`config.mk`:
```
export PLATFORM = sky130hd
export DESIGN_NAME = mem_port_arbiter
export DESIGN_NICKNAME = d
export VERILOG_FILES = /design/src/rtl/mem_port_arbiter.sv
export SDC_FILE = /design/constraint.sdc
export NUM_CORES = 1
export LEC_CHECK = 0
export ABC_AREA = 1
export CAP_MARGIN = 30
export CORE_MARGIN = 2
export CORE_UTILIZATION = 42
export DETAILED_ROUTE_END_ITERATION = 8
export PLACE_DENSITY_LB_ADDON = 0.25
export SLEW_MARGIN = 30
export SYNTH_ARGS = -nofsm -noshare
export SYNTH_HDL_FRONTEND = slang
export SYNTH_SLANG_ARGS = --single-unit
```
`constraint.sdc`:
```
create_clock -name clk -period 6.3 [get_ports clk]
set_input_delay 0.945 -clock clk [delete_from_list [all_inputs] [get_ports clk]]
set_output_delay 0.945 -clock clk [all_outputs]
set_load 0.03 [all_outputs]
```
`src/rtl/mem_port_arbiter.sv`:
```
// Single-port SRAM arbiter for the IF and MEM pipeline stages.
// Data accesses win over fetches; freeze outputs hold the pipeline while an access is in flight.
module mem_port_arbiter #(
    parameter int ADDR_W = 32,
    parameter int DATA_W = 32
) (
    input  logic              clk,
    input  logic              rst,
    input  logic              if_req,
    input  logic [ADDR_W-1:0] if_addr,
    output logic [DATA_W-1:0] if_rdata,
    output logic              if_done,
    input  logic              dm_rd_en,
    input  logic              dm_wr_en,
    input  logic [ADDR_W-1:0] dm_addr,
    input  logic [DATA_W-1:0] dm_wdata,
    output logic [DATA_W-1:0] dm_rdata,
    output logic              dm_done,
    output logic              sram_req,
    output logic              sram_we,
    output logic [ADDR_W-1:0] sram_addr,
    output logic [DATA_W-1:0] sram_wdata,
    input  logic [DATA_W-1:0] sram_rdata,
    input  logic              sram_ready,
    output logic              freeze_if,
    output logic              freeze_mem,
    output logic [15:0]       stall_cycles
);

    typedef enum logic [2:0] {
        IDLE,
        DATA,
        INSTR,
        D_DONE,
        I_DONE
    } state_t;

    state_t              state_q, state_d;
    logic                sram_req_q, sram_req_d;
    logic                sram_we_q, sram_we_d;
    logic [ADDR_W-1:0]   sram_addr_q, sram_addr_d;
    logic [DATA_W-1:0]   sram_wdata_q, sram_wdata_d;
    logic [DATA_W-1:0]   if_rdata_q, if_rdata_d;
    logic [DATA_W-1:0]   dm_rdata_q, dm_rdata_d;
    logic                if_done_q, if_done_d;
    logic                dm_done_q, dm_done_d;
    logic [15:0]         stall_q, stall_d;
    logic                dm_req;

    assign dm_req     = dm_rd_en | dm_wr_en;
    assign freeze_mem = dm_req & (state_q != D_DONE);
    assign freeze_if  = freeze_mem | (if_req & (state_q != I_DONE));

    always_comb begin
        state_d      = state_q;
        sram_req_d   = sram_req_q;
        sram_we_d    = sram_we_q;
        sram_addr_d  = sram_addr_q;
        sram_wdata_d = sram_wdata_q;
        if_rdata_d   = if_rdata_q;
        dm_rdata_d   = dm_rdata_q;
        if_done_d    = 1'b0;
        dm_done_d    = 1'b0;

        case (state_q)
            IDLE: begin
                if (dm_req) begin
                    sram_addr_d  = dm_addr;
                    sram_wdata_d = dm_wdata;
                    sram_we_d    = dm_wr_en;
                    sram_req_d   = 1'b1;
                    state_d      = DATA;
                end else if (if_req) begin
                    sram_addr_d = if_addr;
                    sram_we_d   = 1'b0;
                    sram_req_d  = 1'b1;
                    state_d     = INSTR;
                end
            end
            // Accesses run to completion even if the requester has dropped its request.
            DATA: begin
                if (sram_ready) begin
                    if (!sram_we_q) begin
                        dm_rdata_d = sram_rdata;
                    end
                    sram_req_d = 1'b0;
                    dm_done_d  = 1'b1;
                    state_d    = D_DONE;
                end
            end
            INSTR: begin
                if (sram_ready) begin
                    if_rdata_d = sram_rdata;
                    sram_req_d = 1'b0;
                    if_done_d  = 1'b1;
                    state_d    = I_DONE;
                end
            end
            D_DONE:  state_d = IDLE;
            I_DONE:  state_d = IDLE;
            default: begin
                state_d    = IDLE;
                sram_req_d = 1'b0;
            end
        endcase

        stall_d = stall_q;
        if (freeze_if && (stall_q != 16'hFFFF)) begin
            stall_d = stall_q + 16'd1;
        end
    end

    always_ff @(posedge clk or posedge rst) begin
        if (rst) begin
            state_q      <= IDLE;
            sram_req_q   <= 1'b0;
            sram_we_q    <= 1'b0;
            sram_addr_q  <= '0;
            sram_wdata_q <= '0;
            if_rdata_q   <= '0;
            dm_rdata_q   <= '0;
            if_done_q    <= 1'b0;
            dm_done_q    <= 1'b0;
            stall_q      <= 16'd0;
        end else begin
            state_q      <= state_d;
            sram_req_q   <= sram_req_d;
            sram_we_q    <= sram_we_d;
            sram_addr_q  <= sram_addr_d;
            sram_wdata_q <= sram_wdata_d;
            if_rdata_q   <= if_rdata_d;
            dm_rdata_q   <= dm_rdata_d;
            if_done_q    <= if_done_d;
            dm_done_q    <= dm_done_d;
            stall_q      <= stall_d;
        end
    end

    assign sram_req     = sram_req_q;
    assign sram_we      = sram_we_q;
    assign sram_addr    = sram_addr_q;
    assign sram_wdata   = sram_wdata_q;
    assign if_rdata     = if_rdata_q;
    assign dm_rdata     = dm_rdata_q;
    assign if_done      = if_done_q;
    assign dm_done      = dm_done_q;
    assign stall_cycles = stall_q;

endmodule

```
**After elaboration in Yosys (flattened, before gate mapping)**

Index checks and enable logic that the tools add are counted.

- Multiplexer cells: 16
- Add/subtract/negate cells: 1
- Bitwise operators: 6
- Equal/unequal tests: 11
- Reduce and logical (&&, ||, !) cells: 11

Operator list:

| kind | count |
|---|---|
| $mux 32 | 2 |
| $add 16x1->16 const B | 1 |
| $ne 16x16->1 const B | 1 |
| $mux 3 | 4 |
| $pmux 3 s3 | 1 |
| $reduce_and 3->1 | 3 |
| $mux 1 | 8 |
| $eq 3x2->1 const B | 2 |
| $ne 3x3->1 const B | 2 |
| $reduce_and 2->1 | 3 |
| $ne 2x2->1 const B | 2 |
| $reduce_or 2->1 | 2 |
| $eq 3x1->1 const B | 1 |
| $eq 3x3->1 const B | 1 |
| $logic_not 3->1 | 1 |
| $ne 3x2->1 const B | 1 |
| $pmux 1 s3 | 1 |
| $and 1x1->1 | 2 |
| $ne 2x1->1 const B | 1 |
| $not 1->1 | 2 |
| $or 1x1->1 | 2 |
| $reduce_bool 2->1 | 1 |
| $logic_and 1x1->1 | 1 |

- Output and inout bits: 150
- Flip-flop bits (word level): 151
- Logic and storage cells: 55

**Logic depth before layout (Yosys ltp)**

- Depth in word-level cells: 4
- Gate-level depth with buffers: 9

**Worst setup path before layout**

No wires, ideal clock.

- Path kind: input to output
- Start: in dm_wr_en
- End: out freeze_mem
- Arrival: 1401 ps
- Cell stages on the path: 4
- Slack: 3954 ps
- Data required time: 5355 ps
- Buffers on the path: 0
- Cell sequence: nor2_4 > inv_2 > nand2_2 > inv_1

- Longest elaborated chain between the ends: 2

RTL lines:

| item | RTL line | text |
|---|---|---|
| start: declaration | 14 | `input logic dm_wr_en,` |
| $or 1x1->1 | 50 | `assign dm_req = dm_rd_en \| dm_wr_en;` |
| $and 1x1->1 | 51 | `assign freeze_mem = dm_req & (state_q != D_DONE);` |
| end: declaration | 26 | `output logic freeze_mem,` |

Every way passes these cells.

**Final worst setup path**

- Start: in dm_wr_en
- End: out freeze_if

- Longest elaborated chain between the ends: 3

RTL lines:

| item | RTL line | text |
|---|---|---|
| $or 1x1->1 | 50 |  |
| $and 1x1->1 | 51 |  |
| $or 1x1->1 | 52 | `assign freeze_if = freeze_mem \| (if_req & (state_q != I_DONE));` |
| end: declaration | 25 | `output logic freeze_if,` |

Every way passes these cells.

==> metrics.txt <==
Achievable Freq=255 MHz; 1st-pass router iterations=5; count of filler cells inserted in the layout=1275; FF-to-FF Start=state_q[1]$_DFFE_PP0P_; largest area contributor in the netlist=dfrtp_1; Tot Pwr=5.64 mW; Hold Crit Start=dm_rdata[20]$_DFFE_PP0P_; IO buf count=283; post_cts resized=0; DP Cell Count=1147; Startpoint Class=input port; CTS Sinks=151; post-DP HPWL=12900 µm; Root Buffer=clkbuf_16; Critical Path Sink Type=primary output; # Max-Cap Violations=0; largest net degree at the start of global routing=89; Post-Route WL=18100 µm; first-pass GRT wire length=28600 µm; Die Area=16500 µm²; fraction of final layout cells sized beyond drive strength 1=9.07%; Worst EP required=5.35 ns; Seq cells post-synth=151; Sw Pwr=2.36 mW; critical path fanouts, max=35; setup TNS=0 ns; number of synthesized flops with an enable pin=0; Final Max Slew Viols=0; status=complete, no violations; syn_area_per_cell=9.20 µm²; Clk pwr share=19.8%; gr usage total=22.1%; # IOs=284; Diodes inserted=0; combinational fraction of design power=50.5%; GP Congestion=0.818; Crit Path Category=in2out; total CTS buffers=17; max incr delay on CP=0.67 ns; core area=15200 µm²; Critical-path top delay cell=nor2_4; final hold vios=0; hold_buf cts=0; initial cell density of the core=42.9%; PwrDens=557 nW/µm²; initial antenna violation count=0; Setup Skew=0.00826 ns; synthesized cell area=6520 µm²; Synthesized Nets=844; clock latency on the worst-skew pair=0.41 ns; vias per cell=4.93; Die Span Y=129 µm; drc violations=0; final worst slack=2.37 ns; Iter 0 DRT Violations=312; H-tree depth=4; final critical-path share of the clock period=62.4%; Yosys warning total=0; total gr overflow=0; Worst setup startpoint=dm_wr_en; fin nets=1114; clk buf depth=2; critical path cell sequence=clkdlybuf4s50_1 > nor2_4 > inv_2 > nand2_2 > nand2_4 > clkdlybuf4s50_1; Area contributors post-synth=dfrtp_1, nand2_1, nand3_1, mux2_2, a31oi_1; clock-pin slew on the worst setup and hold paths=0.06 ns; overall die width=129 µm; vias in the first global route=5606; wire length per cell=15.3 µm; final setup violation count=0; pre-CTS WS=2.36 ns; via count=5816; CTS tree=yes; final core utilization=66.5%; sequential power share=29.8%; Routed Antenna Nets=0; sequential fraction of the synthesis area=57.9%; Synth top cells by count=nand2_1, dfrtp_1, nand3_1; HP Class=reg2reg; LEAKAGE=4.55 nW; sw frac=42.0%; Cells after Synth=709; Core Rows=45; cell with the most instances after synthesis=nand2_1; worst vdd ir=0.289 mV; ys flop type=dfrtp_1; number of setup buffers added after CTS=0; slew margin rel.=44.6%; Worst-Margin Slew=0.829 ns; cell mode on critical path=clkdlybuf4s50_1; Synth async-reset ratio=100%; critical path arrival=2.98 ns; Internal Power=3.27 mW; time the worst path needs with I/O delays and setup=3.93 ns; library cells used by synthesis=28; unrepaired setup endpoints after global routing=no; share of the synthesized area in the top cell type=57.9%; Final Non-Filler Cells=1180; Area Overhead vs Synth=55.0%
## layout by cell type (no fill, tap or decap), drive strengths merged
cell type / count
nand2: 276
nand4: 3
buf: 5
a31oi: 32
clkinvlp: 3
clkbuf: 17
a21oi: 1
inv: 25
xnor2: 3
ha: 1
o21ai: 15
nand3: 74
nor2: 56
bufinv: 5
clkinv: 7
nand3b: 1
clkdlybuf4s50: 283
dfrtp: 151
xor2: 2
mux2: 32
## final timing paths
path                       cells past startpoint                         to  slack [ns]
setup / recovery                               6                  freeze_if        2.37
hold / removal                                 2   dm_rdata[20]$_DFFE_PP0P_        0.47
max in group asynchronous                      3  sram_addr[22]$_DFFE_PP0P_        3.88
min in group asynchronous                      2   dm_rdata[26]$_DFFE_PP0P_        1.06
hold reg to reg                                2   dm_rdata[20]$_DFFE_PP0P_        0.47
setup reg to reg                               6   dm_rdata[27]$_DFFE_PP0P_        3.91
## flip-flops by register name, summed over array words and instances (netlist names), 3 cells and up
register      cells
stall_cycles     16
sram_addr        32
state_q           3
sram_wdata       32
if_rdata         32
dm_rdata         32
## per-stage QoR
stage          area (µm²)  hold WS, ns
6_report            10100        0.469
2_1_floorplan        6520        0.574
5_1_grt             10100        0.495
3_3_place_gp         9430        0.453
3_5_place_dp         9430        0.457
4_1_cts             10100        0.473
## area by class of cell
type                    count  area [µm²]  area share [%]
multi-input cells         496        2450            24.3
well taps                 188         235            2.33
repair buffers            288        2890            28.6
flip-flops and latches    151        3780            37.4
clock inverters            15         226            2.24
clock buffers              17         425            4.21
inverters                  25        98.8           0.978
## power by group through the flow
stage	Sequential [mW]	Combinational (mW)	Clock, mW
2_1_floorplan	2.54	0.818	0
3_3_place_gp	1.68	2.83	0
3_5_place_dp	1.69	2.86	0
4_1_cts	1.68	2.87	1.13
5_1_grt	1.73	3.04	1.18
6_report	1.68	2.84	1.11
## worst max-delay path, delay by kind of cell
kind	cells	cell delay (ns)
AND/OR/NAND/NOR	3	0.87
buffers and inverters	3	1.15
## cell families after synthesis
kind of cell	Yosys count	synth area share, %
AND/OR/NAND/NOR	410	26.5
flip-flops	151	57.9
buffers and inverters	62	4.57
AO/OA/AOI/OAI	48	4.64
multiplexers	32	5.53
XOR/XNOR	5	0.672
adder cells (fa/ha/maj)	1	0.192
## layer usage
layer / wire, µm / global-route usage [%] / vias up / share of wire (%)
met2: 8770 / 37.0 / 227 / 49
li1: - / - / 2841 / -
met5: 0 / 0 / - / 0
met1: 7390 / 26.8 / 2725 / 41
met3: 1560 / 8.77 / 23 / 8.7
met4: 339 / 6.20 / 0 / 1.9
Note: power is estimated with default switching activity, not from simulation.
